--- src/rtl/control_unit.sv ---
// rtl/control_unit.sv - microprogram FSM sequencing the 16-bit ALU datapath
module control_unit (
   input  logic        clk,
   input  logic        rst_b,
   input  logic [3:0]  s,
   input  logic        start,
   input  logic        q0,
   input  logic        q_1,
   input  logic        a_16,
   input  logic        cmp_cnt_m4,
   input  logic [3:0]  cnt,
   output logic [18:0] c,
   output logic        finish
);

   localparam logic [3:0] ST_IDLE   = 4'd0;
   localparam logic [3:0] ST_LOAD   = 4'd1;
   localparam logic [3:0] ST_EXEC   = 4'd2;
   localparam logic [3:0] ST_MTEST  = 4'd3;
   localparam logic [3:0] ST_MSHIFT = 4'd4;
   localparam logic [3:0] ST_DSHIFT = 4'd5;
   localparam logic [3:0] ST_DOP    = 4'd6;
   localparam logic [3:0] ST_DSET   = 4'd7;
   localparam logic [3:0] ST_DCORR  = 4'd8;
   localparam logic [3:0] ST_OUTA   = 4'd9;
   localparam logic [3:0] ST_OUTQ   = 4'd10;
   localparam logic [3:0] ST_DONE   = 4'd11;

   localparam logic [3:0] OP_ADD = 4'd0;
   localparam logic [3:0] OP_SUB = 4'd1;
   localparam logic [3:0] OP_MUL = 4'd2;
   localparam logic [3:0] OP_DIV = 4'd3;
   localparam logic [3:0] OP_AND = 4'd4;
   localparam logic [3:0] OP_OR  = 4'd5;
   localparam logic [3:0] OP_XOR = 4'd6;
   localparam logic [3:0] OP_NOT = 4'd7;

   logic [3:0] state;
   logic [3:0] state_nxt;
   logic [3:0] op;

   // Multiply and divide return two words (A then Q); everything else returns A only.
   logic op_two_words;
   assign op_two_words = (op == OP_MUL) || (op == OP_DIV);

   // State and opcode register; the opcode is captured only when leaving IDLE.
   always_ff @(posedge clk) begin
      if (!rst_b) begin
         state <= ST_IDLE;
         op    <= 4'd0;
      end else begin
         state <= state_nxt;
         if (state == ST_IDLE && start)
            op <= s;
      end
   end

   // Next-state sequencing.
   always_comb begin
      state_nxt = state;
      case (state)
         ST_IDLE:   if (start) state_nxt = ST_LOAD;
         ST_LOAD: begin
            if (op[3])
               state_nxt = ST_DONE;
            else if (op == OP_MUL)
               state_nxt = ST_MTEST;
            else if (op == OP_DIV)
               state_nxt = ST_DSHIFT;
            else
               state_nxt = ST_EXEC;
         end
         ST_EXEC:   state_nxt = ST_OUTA;
         ST_MTEST:  state_nxt = ST_MSHIFT;
         ST_MSHIFT: state_nxt = (cnt == 4'd15) ? ST_OUTA : ST_MTEST;
         ST_DSHIFT: state_nxt = ST_DOP;
         ST_DOP:    state_nxt = ST_DSET;
         ST_DSET:   state_nxt = cmp_cnt_m4 ? ST_DCORR : ST_DSHIFT;
         ST_DCORR:  state_nxt = ST_OUTA;
         ST_OUTA:   state_nxt = op_two_words ? ST_OUTQ : ST_DONE;
         ST_OUTQ:   state_nxt = ST_DONE;
         ST_DONE:   state_nxt = ST_IDLE;
         default:   state_nxt = ST_IDLE;
      endcase
   end

   // Control strobe decode; held at zero while reset is asserted.
   always_comb begin
      c      = 19'd0;
      finish = 1'b0;
      if (rst_b) begin
         case (state)
            ST_LOAD: begin
               c[0]  = 1'b1;
               c[1]  = 1'b1;
               c[2]  = 1'b1;
               c[3]  = 1'b1;
               c[17] = 1'b1;
            end
            ST_EXEC: begin
               c[18] = 1'b1;
               case (op)
                  OP_ADD:  c[4]  = 1'b1;
                  OP_SUB:  c[5]  = 1'b1;
                  OP_AND:  c[12] = 1'b1;
                  OP_OR:   c[13] = 1'b1;
                  OP_XOR:  c[14] = 1'b1;
                  OP_NOT:  c[15] = 1'b1;
                  default: ;
               endcase
            end
            ST_MTEST: begin
               // Booth pair 10 subtracts M, 01 adds M, 00/11 leaves A alone.
               if (q0 && !q_1)
                  c[5] = 1'b1;
               else if (!q0 && q_1)
                  c[4] = 1'b1;
            end
            ST_MSHIFT: begin
               c[6] = 1'b1;
               c[9] = 1'b1;
            end
            ST_DSHIFT: c[7] = 1'b1;
            ST_DOP: begin
               // Non-restoring step: negative partial remainder adds M back, else subtracts.
               if (a_16)
                  c[4] = 1'b1;
               else
                  c[5] = 1'b1;
            end
            ST_DSET: begin
               c[8] = 1'b1;
               c[9] = 1'b1;
            end
            ST_DCORR: if (a_16) c[16] = 1'b1;
            ST_OUTA:  c[10] = 1'b1;
            ST_OUTQ:  c[11] = 1'b1;
            ST_DONE:  finish = 1'b1;
            default:  ;
         endcase
      end
   end

endmodule

--- config.mk ---
export PLATFORM = sky130hd
export DESIGN_NAME = control_unit
export DESIGN_NICKNAME = d
export VERILOG_FILES = /design/src/rtl/control_unit.sv
export SDC_FILE = /design/constraint.sdc
export NUM_CORES = 1
export LEC_CHECK = 0
export CAP_MARGIN = 30
export CORE_AREA = 2 2 49 51
export DETAILED_ROUTE_END_ITERATION = 10
export DIE_AREA = 0 0 51 53
export HOLD_SLACK_MARGIN = 0.08
export PLACE_DENSITY_LB_ADDON = 0.05
export SETUP_SLACK_MARGIN = 0.4
export SYNTH_ARGS = -nofsm -noshare
export SYNTH_HDL_FRONTEND = slang
export SYNTH_SLANG_ARGS = --single-unit
export TNS_END_PERCENT = 50
--- constraint.sdc ---
create_clock -name clk -period 1.43 [get_ports clk]
set_input_delay 0.143 -clock clk [delete_from_list [all_inputs] [get_ports clk]]
set_output_delay 0.143 -clock clk [all_outputs]
set_load 0.03 [all_outputs]
==> impl_results.md, run 1 <==
- Post-placement worst setup slack: -0.313 ns
- Fmax achieved: 0.573 GHz
- Clock tree root driver cell: clkbuf_4
- Number of fill cells in the layout: 154
- Final setup fails: 20
- Total routed wirelength: 2740 µm
- Count of final hold-check violations: 0
- Final layout net count: 185
- Layout Skew: 0.00236 ns
- Antenna Violating Nets Remaining: 0
- Top library cells by usage in the layout, fill and taps aside: 27 x buf_4, 25 x buf_6, 13 x clkdlybuf4s50_1
- Num ports: 35
- Switching part of the total power: 40.9%
- Min cycle time layout: 1.74 ns
- Final Instance Area: 0.00168 mm²
- Commonest register cell after synthesis: dfxtp_1
- Logic depth of the worst register-to-register path: 7
- Maximum number of pins on one net before global-route repair: 11
- Category of the worst setup path capture point: output pin
- CTS tree: done
- Max H-tree Level: 1
- Worst Hold Class: input port to register
- Reg-to-reg startpoint: state[0]
- Most common cell after layout, fill and taps aside: buf_4
- Data arrival time of the critical path: 1.60 ns
- Endpoint of the most critical setup path: c[14]
- Clock tree buffer depth: 2
- Drt initial violations: 7
- Yosys warning total: 0
- WL per Instance: 14.0 µm
- Reg2Reg Setup Slack: -0.09 ns
- Violated checks: negative setup slack
- Portion of the post-synthesis area used by sequential elements: 19.0%
- Effective utilization at floorplan: 39.3%
- Iteration count of the initial detailed-routing pass: 4
- Flop and latch count out of synthesis: 8
- Post-synthesis cell area: 845 µm²
- Clock sink total: 8
- Syn-to-layout area delta: 99.1%
- Worst slew slack as a fraction of its limit: 75.6%
- Unrepaired setup endpoints after global routing: yes
- Post-cts hold buffer count: 0
- Number of buffers added by the clock tree synthesis step: 3
- Clk network pwr share: 12.2%
- Vias in the first global route: 937
- Crit-path max FO: 5
- Mapped Nets: 125
- Ant. Diodes: 0
- Synthesized area per cell: 7.68 µm²
- DRC violations left: 0
- Cell area after placement: 0.00134 mm²
- Via Count: 1025
- Seq pwr share: 23.2%
- Number of enable-type register cells in the synthesized netlist: 0
- Area of the placeable core: 0.00215 mm²
- Yosys top cell by area: dfxtp_1
- Critical R2R Capture: state[3]
- Final period utilization: 122%
- Origin of the worst setup path: state[0]
- Die width: 51 µm
- Cell count after synthesis: 110
- Via density per instance: 5.23
- Leakage: 0.676 nW
- First-pass GRT wire length: 4260 µm
- Status: finished with violations
- Row Count: 17
- Residual overflow from global routing: 0
- Total power density per cell area: 809 mW/mm²
- Cell Int Power: 0.804 mW
- Layout cell share with drive strength beyond 1: 56.5%
- Post-DP HPWL: 1870 µm
- Worst Path Class, Setup: register to output pin
- Post-route worst setup slack: -0.314 ns
- Worst ir drop on vdd: 0.776 mV
- Top area cells in the synthesized netlist: dfxtp_1 19%, buf_6 6.7%, nor2_1 5.8%, nand2_1 5.3%, a21oi_1 4.7%
- Clock latency on the worst-skew pair: 0.25 ns
- Logic pwr share: 64.6%
- Top-area cell type share of the netlist area: 19.0%
- Number of I/O port buffers: 34
- CP Launch Type: register
- Number of pins with negative max-slew slack in the final report: 0
- Routability congestion estimate: 0.827
- Net switching power: 0.556 mW
- Global-route total usage across every layer: 21.3%
- Tightest Pin Transition: 0.365 ns
- Reg clk slew, reported paths: 0.05 ns
- WP data required: 1.29 ns
- Number of antenna violations at the first check in global routing: 0
- Post-synth ARST share: 0%
- Number of distinct library cells after synthesis: 42
- Maxcap violations: 0
- Die footprint: 0.00270 mm²
- Vertical die dimension: 53 µm
- Depth of the worst hold-timing path: 3
-- stage by stage --
stage	power [mW]	hold WS [ns]	setup TNS, ns	util (%)	instances
2_1_floorplan	0.798	0.309	-0.767	-	110
3_3_place_gp	0.941	0.611	-3.48	62.3	178
3_5_place_dp	0.951	0.625	-3.60	62.3	178
4_1_cts	1.27	0.498	-2.27	74.0	192
5_1_grt	1.45	0.511	-4.81	78.3	196
6_report	1.36	0.505	-3.34	78.3	196
-- synth_stat cells (all sizes together), types with 2 or more instances --
cell and n:
nor3 2, o21ai 3, o221ai 2, nor2 14, nor3b 2, a21oi 8, buf 12, nand2b 5
xnor2 2, mux2i 4, nor4 3, a31oi 2, nor4b 3, dfxtp 8, inv 2, nand3b 2
nand3 2, nand2 12, nand4 2, nor2b 6
-- cell families after synthesis --
logic type,after synthesis,share of synthesized area [%]
buf+inv,15,14.4
simple gates,60,43.1
mux,4,4.74
flops,8,19.0
compound gates,21,16.7
xor+xnor,2,2.07
-- metal layers --
layer  wire length, µm  global-route usage, %
met3               118                   5.65
met1              1210                   25.7
met2              1390                   37.7
met4                22                   4.50
met5                 0                      0
-- timing repair --
item / CTS / global route
endpoints found under the setup margin: 28 / 28
pin swaps: 13 / 11
resized for setup: 41 / 14
buffers inserted: 11 / 4
-- layout make-up --
cell class / count / area, µm² / share of cell area (%)
clock buffer: 3 / 22.5 / 1.34
multi-input combinational: 87 / 791 / 47.0
inverter: 2 / 7.51 / 0.446
tap: 28 / 35.0 / 2.08
sequential: 8 / 173 / 10.3
timing repair buffer: 68 / 653 / 38.8
-- power by group through the flow --
stage / Clock, mW / Sequential, mW / Combinational (mW)
floorplan: 0 / 0.294 / 0.504
global placement: 0 / 0.313 / 0.628
detailed placement: 0 / 0.313 / 0.638
CTS: 0.175 / 0.310 / 0.784
global route: 0.195 / 0.318 / 0.938
finish: 0.166 / 0.315 / 0.878
-- how the worst min path moves through the flow --
stage	startpoint	to	slack, ns
floorplan	s[1]	op[1]	0.31
finish	s[1]	op[1]	0.51
global placement	op[3]	op[3]	0.61
detailed placement	op[3]	op[3]	0.63
global route	s[3]	op[3]	0.51
CTS	s[1]	op[1]	0.50
-- state kept, by name, indices dropped and copies added (netlist names) --
register and cells:
op 4, state 4
-- critical path: stages, from the launching register on --
cell     delay, ns
dfxtp_2       0.32
buf_4         0.13
buf_6         0.12
nor3_4        0.25
nand2_4       0.12
nor4b_4       0.24
buf_6         0.17
(Power assumes the default switching activity.)
==> run 2: changes to the inputs <==
Settings changed: HOLD_SLACK_MARGIN 0.08 to 0.1, TNS_END_PERCENT 50 to 10.
==> run 2 against run 1 <==
The flow still finishes with violations (negative setup slack). Register-to-register slack better by 0.11 ns. Clock power up 2%. Non-clock buffer count down 11. Global-route usage down 2.6 points. Cell area down 19%. Critical path depth down 1. Critical endpoint is now c[4]. Highest routed layer unchanged.
==> impl_results.md, run 2 (synthesis results as in run 1) <==
- Syn-to-layout area delta: 61.8%
- Count of final hold-check violations: 0 (unchanged)
- Vias in the first global route: 843 (-10%)
- Post-route worst setup slack: -0.278 ns (+0.0365 ns)
- Area of the placeable core: 0.00215 mm² (unchanged)
- Maximum number of pins on one net before global-route repair: 17 (+6)
- Vertical die dimension: 53 µm (unchanged)
- Number of pins with negative max-slew slack in the final report: 0 (unchanged)
- Number of I/O port buffers: 34 (unchanged)
- Number of antenna violations at the first check in global routing: 0 (unchanged)
- Drt initial violations: 10 (+3)
- Reg-to-reg startpoint: state[0]
- Layout Skew: 0.0113 ns (+0.00893 ns)
- WP data required: 1.29 ns (about the same)
- Fmax achieved: 0.586 GHz (+2.1%)
- Top library cells by usage in the layout, fill and taps aside: 39 x buf_4, 14 x clkdlybuf4s50_1, 11 x nand2_1, 11 x nor2_1, 8 x a21oi_1
- Number of buffers added by the clock tree synthesis step: 3 (unchanged)
- Seq pwr share: 27.5% (+4.3 points)
- Worst Path Class, Setup: register to output pin
- Switching part of the total power: 40.8% (-0.049 points)
- Global-route total usage across every layer: 18.7% (-2.6 points)
- Clock tree buffer depth: 2 (unchanged)
- Post-cts hold buffer count: 0 (unchanged)
- Die footprint: 0.00270 mm² (unchanged)
- Status: finished with violations
- Worst hold slack: 0.494 ns (-0.0111 ns)
- Row Count: 17 (unchanged)
- Leakage: 0.572 nW (-15%)
- Placed instance count: 181 (+1.7%)
- Met3 layer usage reported by global route: 4.24% (-1.4 points)
- Hold wc startpoint: state[0]
- Data arrival time of the critical path: 1.56 ns (-0.04 ns)
- Cell Int Power: 0.666 mW (-17%)
- Via Count: 937 (-8.6%)
- Final setup fails: 17 (-15%)
- Residual overflow from global routing: 0 (unchanged)
- Routability congestion estimate: 0.791 (-4.3%)
- Most common cell after layout, fill and taps aside: buf_4
- DRC violations left: 0 (unchanged)
- Num ports: 35 (unchanged)
- Largest registers: op x4, state x4
- Worst ir drop on vdd: 0.976 mV (+26%)
- Clock latency on the worst-skew pair: 0.25 ns (about the same)
- Met1 routing resource usage after global routing: 24.1% (-1.6 points)
- Effective utilization at floorplan: 39.3% (unchanged)
- Violated checks: negative setup slack
- Worst Hold Class: register to register
- Final period utilization: 119% (-2.6 points)
- WL per Instance: 12.5 µm (-11%)
- Post-DP HPWL: 1830 µm (-2.2%)
- Global-route track usage on met2: 31.8% (-5.8 points)
- Net switching power: 0.460 mW (-17%)
- Worst slew slack as a fraction of its limit: 73.8% (-1.9 points)
- Tightest Pin Transition: 0.393 ns (+0.0283 ns)
- Iteration count of the initial detailed-routing pass: 4 (unchanged)
- Ant. Diodes: 0 (unchanged)
- Antenna Violating Nets Remaining: 0 (unchanged)
- Maxcap violations: 0 (unchanged)
- Unrepaired setup endpoints after global routing: yes
- Clock sink total: 8 (unchanged)
- Max H-tree Level: 1 (unchanged)
- Via density per instance: 5.06 (-3.1%)
- Post-placement worst setup slack: -0.256 ns (+0.0578 ns)
- Reg clk slew, reported paths: 0.06 ns (about the same)
- Clock tree root driver cell: clkbuf_4
- Min cycle time layout: 1.71 ns (-0.0365 ns)
- First-pass GRT wire length: 3810 µm (-11%)
- CTS tree: done
- Logic pwr share: 57.4% (-7.2 points)
- Layer carrying the most global-route usage: met2
- Category of the worst setup path capture point: output pin
- Origin of the worst setup path: state[0]
- Clk network pwr share: 15.1% (+2.9 points)
- Total power density per cell area: 824 mW/mm² (+1.9%)
- Die width: 51 µm (unchanged)
- CP Launch Type: register
- Layout cell share with drive strength beyond 1: 43.3% (-13 points)
- Crit-path max FO: 5 (unchanged)
- Number of non-filler instances in the completed layout: 185 (-5.6%)
- Total routed wirelength: 2310 µm (-16%)
- Final layout net count: 174 (-5.9%)
[run 2: changes by cell type in the layout (fill, tap and decap cells not counted), sizes merged]
cell,change
buf,-11
dlygate4sd2,-1
clkdlybuf4s50,+1
[run 2: worst paths after layout]
path               to  slack (ns)  cells after the start
max              c[4]       -0.28                      5
min          state[0]        0.49                      2
max reg2reg  state[3]        0.02                      5
min reg2reg  state[0]        0.49                      2
[run 2: routing by layer]
layer | vias to the layer above | wire, µm
met5 | - | 0
met4 | 0 | 23
met3 | 2 | 100
met2 | 26 | 1130
met1 | 422 | 1060
li1 | 487 | -
[run 2: timing repair]
| item | in CTS | in global routing |
|---|---|---|
| setup endpoints to repair | 28 | 28 |
| setup buffers | 1 | 0 |
| cloned | 0 | 0 |
| gates resized for setup | 17 | 4 |
| pin swaps | 5 | 0 |
[run 2: power groups by stage]
stage / Clock (mW) / Sequential, mW / Combinational (mW)
3_3_place_gp: 0 / 0.308 / 0.599
2_1_floorplan: 0 / 0.290 / 0.447
3_5_place_dp: 0 / 0.309 / 0.602
5_1_grt: 0.196 / 0.316 / 0.700
6_report: 0.170 / 0.310 / 0.646
4_1_cts: 0.177 / 0.312 / 0.640
[run 2: stage by stage]
step	TNS (ns)	instance area, µm²	power [mW]	util [%]
final	-2.94	1370	1.13	63.6
after global routing	-4.74	1370	1.21	63.6
after CTS	-2.94	1350	1.13	62.9
after detailed placement	-2.73	1260	0.911	58.8
after global placement	-2.55	1260	0.907	58.8
after floorplan	-2.52	886	0.736	-
[run 2: layout make-up]
cell class,instances,area [µm²]
Sequential cell,8,170
Fill cell,199,782
Multi-Input combinational cell,87,653
Inverter,2,7.51
Timing Repair Buffer,57,478
Clock buffer,3,22.5
Tap cell,28,35.0
[run 2: critical path, cell delays in order, from the launching register on]
cell      delay [ns]
dfxtp_2         0.34
or3_1           0.38
nor4_2          0.18
nand2b_1        0.08
a31oi_1         0.16
buf_4           0.18
==> RTL change 1, RTL diff (config.mk and constraints of run 1) <==
Make the reset (`rst_b`) asynchronous in one clocked block.
--- a/src/rtl/control_unit.sv
+++ b/src/rtl/control_unit.sv
@@ -44,7 +44,7 @@
    assign op_two_words = (op == OP_MUL) || (op == OP_DIV);
 
    // State and opcode register; the opcode is captured only when leaving IDLE.
-   always_ff @(posedge clk) begin
+   always_ff @(posedge clk or negedge rst_b) begin
       if (!rst_b) begin
          state <= ST_IDLE;
          op    <= 4'd0;
Function: same outputs for any inputs over 10 cycles, from zero or initial values and one cycle with rst_b low; that may be too few to reach the edited logic, so the function may still have changed.
==> RTL change 1 against run 1 <==
- the run still ends with negative setup slack left
- setup slack better by 0.025 ns
- cell count decreased by 4.1%
- cell area decreased by 0.82%
- sequential cell count stayed put
- area after synthesis is 0.44% lower
- synthesized cell count fell by 10%
- global-route usage decreased by 0.74 points
- wire length is 1.5% higher
- critical path type unchanged
- critical endpoint is now c[5]
Power is not compared: it rests on default switching activity, and its combinational part moved more than twofold at a synthesized area within 25%.
==> RTL change 1: results (changes against run 1) <==
Layout
  – Final net count: 177 (-4.3%)
  – Area Overhead vs Synth: 98.4%

Worst hold path
  – Type of the most critical hold path: input pin to asynchronous set/reset pin

Timing
  – Final setup viols: 23 (+15%)
  – Clock skew: 0.0105 ns (+0.00810 ns)
  – Setup TNS: -4.50 ns (-1.16 ns)
  – Setup ws final: -0.289 ns (+0.0255 ns)

Status
  – Failing checks: negative setup slack
  – Status: finished with violations

Yosys
  – Distinct cells, synth: 38 (-9.5%)
  – Post-synthesis sequential area ratio: 23.8% (+4.8 points)
  – Async set or reset register ratio after synthesis: 100% (+100 points)
  – Ranking of synthesized cells by area: dfrtp_1 24%, buf_4 5.4%, buf_6 5.4%, mux2_2 5.4%, nor3b_1 4.5%
  – Synth Area in XOR/XNOR: 1.04% (-1.0 points)
  – Mux contribution to synthesized area: 6.55% (+1.8 points)
  – Synth Area in Compound Gates: 12.1% (-4.7 points)
  – Syn nets: 114 (-8.8%)

GRT
  – GRT Total Usage: 20.6% (-0.74 points)
  – Vias in the first global route: 915 (-2.3%)
  – Global-route wire length before repair: 4010 µm (-5.8%)

Critical path
  – Max stage delay on crit path: 0.42 ns (+0.10 ns)
  – Slowest-stage cell, CP: dfrtp_1
  – Worst-path maximum fanout: 3 (-2)

Place
  – Placer Congestion: 0.822 (-0.52%)
  – Placed cell areas: 0.00136 mm² (+1.6%)

Route
  – Iteration-0 DRC Markers: 6 (-1)
RTL change 1: cell types whose count changed after synthesis, sizes merged, moves of 3 or more:
cell	delta
a21oi	-5
dfrtp	+8
dfxtp	-8
mux2	+4
mux2i	-3
nand2	-7
nand2b	-4
nand3	+3
nand4b	+4
nor2	-5
nor2b	-3
nor3	+3
nor3b	+3
RTL change 1: per-stage QoR:
| step | utilization, % | std cells | setup slack (ns) | power [mW] |
|---|---|---|---|---|
| 5_1_grt | 77.6 | 188 | -0.371 | 3.41 |
| 4_1_cts | 67.5 | 178 | -0.285 | 2.66 |
| 2_1_floorplan | - | 99 | -0.223 | 1.75 |
| 3_5_place_dp | 63.2 | 173 | -0.183 | 2.35 |
| 3_3_place_gp | 63.2 | 173 | -0.147 | 2.33 |
| 6_report | 77.6 | 188 | -0.289 | 3.20 |
RTL change 1: report_power, final:
part	total, mW	switching [mW]	internal (mW)	leakage [nW]
Combinational	2.46	1.15	1.32	0.573
Sequential	0.545	0.193	0.352	0.0925
Clock	0.191	0.0938	0.0972	0.0138
RTL change 1: area by class of cell:
type,count,area [µm²],area share (%)
Sequential cell,8,205,12.3
Tap cell,28,35.0,2.10
Timing Repair Buffer,70,681,40.8
Inverter,3,26.3,1.58
Clock buffer,3,22.5,1.35
Multi-Input combinational cell,76,698,41.9
RTL change 1: kinds of logic after synthesis:
| logic type | Yosys count |
|---|---|
| flip-flops | 8 |
| multiplexers | 5 |
| AND/OR/NAND/NOR | 55 |
| buffers and inverters | 15 |
| AO/OA/AOI/OAI | 15 |
| XOR/XNOR | 1 |
RTL change 1: worst max-delay path, delay by kind of cell, from the launching register on:
kind                   cells  cell delay, ns
AND/OR/NAND/NOR            2            0.54
flip-flops                 1            0.42
AO/OA/AOI/OAI              1            0.19
buffers and inverters      1            0.15
RTL change 1: path summary, 6_finish.rpt:
path,start,endpoint,slack (ns),cells past startpoint
worst max-delay path,op[3],c[5],-0.29,4
worst min register to register,op[0],state[1],0.68,2
worst max register to register,state[3],state[3],-0.18,7
min in group clk,s[3],op[3],0.48,2
worst min-delay path,rst_b,state[3],0.22,2
max in group asynchronous,rst_b,state[1],0.97,3
RTL change 1: layer usage:
metal	track usage [%]	up-vias	share of wire, %
met5	0	-	0
met2	35.5	34	53
met4	11.3	0	2.0
met1	23.5	489	40
met3	4.52	5	4.8
li1	-	487	-
RTL change 1: repair_timing:
action,CTS,global route
pin swaps,8,10
setup endpoints to repair,28,28
setup buffers,2,10
resized for setup,15,36
==> RTL change 2, RTL diff (settings of run 1) <==
Without the edit above. Put a register stage on the output `finish`, with the module's reset. The value now appears one clock later. The other outputs are not delayed to match.
--- a/src/rtl/control_unit.sv
+++ b/src/rtl/control_unit.sv
@@ -34,6 +34,8 @@
    localparam logic [3:0] OP_OR  = 4'd5;
    localparam logic [3:0] OP_XOR = 4'd6;
    localparam logic [3:0] OP_NOT = 4'd7;
+
+   logic finish_d;
 
    logic [3:0] state;
    logic [3:0] state_nxt;
@@ -87,7 +89,7 @@
    // Control strobe decode; held at zero while reset is asserted.
    always_comb begin
       c      = 19'd0;
-      finish = 1'b0;
+      finish_d = 1'b0;
       if (rst_b) begin
          case (state)
             ST_LOAD: begin
@@ -135,11 +137,19 @@
             ST_DCORR: if (a_16) c[16] = 1'b1;
             ST_OUTA:  c[10] = 1'b1;
             ST_OUTQ:  c[11] = 1'b1;
-            ST_DONE:  finish = 1'b1;
+            ST_DONE:  finish_d = 1'b1;
             default:  ;
          endcase
       end
    end
 
+   always_ff @(posedge clk) begin
+      if (!rst_b) begin
+         finish <= '0;
+      end else begin
+         finish <= finish_d;
+      end
+   end
+
 endmodule
 
Check against the original RTL: not equivalent (a bounded check fails within 4 cycles, from zero or initial values and one cycle with rst_b low).
==> RTL change 2 against run 1 <==
- the run still ends with negative setup slack left
- register-to-register slack improved by 0.07 ns
- utilization fell by 0.12 points
- worst hold slack got worse by 0.0070 ns
- sequential cell count rose by 1
- setup slack improved by 0.11 ns
- area after synthesis rose by 1.5%
- cell area fell by 0.15%
- total power rose by 3.4%
- combinational power fell by 2%
- global-route usage rose by 0.77 points
- synthesized cell count fell by 6.4%
- count of clock-buffer cells in the layout rose by 1
- wire length fell by 6.4%
- first-iteration DRC count rose by 86%
- critical endpoint unchanged
==> RTL change 2: results (changes against run 1) <==
Yosys
  – Syn Inst Count: 103 (-6.4%)
  – Mux contribution to synthesized area: 4.67% (-0.069 points)
  – Synth Area in Compound Gates: 15.0% (-1.7 points)
  – Synth Area in XOR/XNOR: 3.07% (+0.99 points)
  – Post-synthesis sequential area ratio: 21.0% (+2.1 points)
  – Synth cell count leaders: 9 x dfxtp_1, 6 x nor2_1, 6 x nor2b_1
  – Syn nets: 118 (-5.6%)
  – Ranking of synthesized cells by area: dfxtp_1 21%, buf_6 6.6%, mux2i_1 4.7%, buf_4 4.4%, nor2b_1 4.4%

Status
  – Failing checks: negative setup slack
  – Status: finished with violations

Timing
  – Setup ws final: -0.200 ns (+0.114 ns)
  – Setup TNS: -1.98 ns (+1.36 ns)
  – Measured slew at the worst slew-check pin: 0.334 ns (-0.0304 ns)
  – Clock skew: 0.00462 ns (+0.00226 ns)
  – Final setup viols: 17 (-15%)

Layout
  – Largest regs: op (4), state (4), finish (1)
  – Final net count: 175 (-5.4%)
  – Layout cells sized above 1: 57.2% (+0.69 points)
  – Fillers: 150 (-2.6%)
  – Cell Count, Final, Fillers Out: 187 (-4.6%)

Place
  – Placer Congestion: 0.803 (-2.8%)
  – Pre-CTS setup slack: -0.242 ns (+0.0716 ns)

Clock network
  – Post-CTS resize count: 48 (+17%)
  – Post-CTS Setup Bufs: 11 (unchanged)
  – CTS clock-pin slew for the worst setup and hold paths: 0.07 ns (+0.02 ns)

Critical path
  – WP data arrival: 1.49 ns (-0.11 ns)
  – Worst-path maximum fanout: 4 (-1)
  – Worst path top cell family by delay: simple AND/OR/NAND/NOR gates
  – Max stage delay on crit path: around 0.33 ns

Pwr
  – LEAKAGE: 0.678 nW (+0.29%)
  – Switching power: 559 µW (+0.58%)
  – Peak supply drop: 0.654 mV (-16%)

Route
  – Iteration-0 DRC Markers: 13 (+6)
  – Vias: 984 (-4.0%)
  – Pre-antenna DRT Iters: 4 (unchanged)
  – Average routed wire per standard cell: 13.7 µm (-1.9%)

GRT
  – Global-route wire length before repair: 4480 µm (+5.2%)
  – GRT Total Usage: 22.1% (+0.77 points)
  – Initial antenna violation count: 0 (unchanged)
  – Largest net degree at the start of global routing: 12 (+1)
  – Vias in the first global route: 989 (+5.5%)

Worst hold path
  – Type of the most critical hold path: input pin to flop
==> RTL change 2: changes by cell type after synthesis, moves of 3 or more <==
cell,run 1,this run
nand3_1,2,5
a21oi_1,8,4
nand4b_1,0,3
nand2_1,12,5
nand3b_1,1,4
nor2_1,13,6
==> RTL change 2: per-stage QoR <==
step / area [µm²] / utilization [%]
after floorplan: 1000 / -
after global placement: 1330 / 61.7
after detailed placement: 1330 / 61.7
after CTS: 1600 / 74.7
after global routing: 1680 / 78.2
final: 1680 / 78.2
==> RTL change 2: cells by family after synthesis <==
family	after synthesis
multiplexers	4
buffers and inverters	14
AO/OA/AOI/OAI	18
AND/OR/NAND/NOR	55
XOR/XNOR	3
flip-flops	9
==> RTL change 2: area by class of cell <==
cell class              count  area, µm²  area share (%)
flip-flops and latches      9        194            11.5
multi-input cells          80        773            46.1
well taps                  28       35.0            2.09
inverters                   1       3.75           0.224
clock buffers               4       26.3            1.56
repair buffers             65        647            38.5
==> RTL change 2: routing by layer <==
layer  routed length (µm)  vias up  track usage [%]
li1                     -      492                -
met1                 1080      465             24.7
met2                 1390       25             43.5
met3                   94        2             2.82
met4                    9        0             5.41
met5                    0        -                0
==> RTL change 2: worst paths after layout <==
check              to  slack, ns  startpoint  depth (start not counted)
min             op[0]       0.50        s[0]                          3
min reg2reg     op[3]       0.59       op[3]                          2
max reg2reg  state[0]      -0.02    state[3]                          7
max             c[14]      -0.20    state[3]                          5
==> RTL change 2: power groups by stage <==
stage / combinational, mW / sequential (mW) / clock [mW]
2_1_floorplan: 0.485 / 0.321 / 0
3_3_place_gp: 0.593 / 0.344 / 0
3_5_place_dp: 0.603 / 0.345 / 0
5_1_grt: 0.929 / 0.353 / 0.215
6_report: 0.860 / 0.347 / 0.200
4_1_cts: 0.796 / 0.344 / 0.200
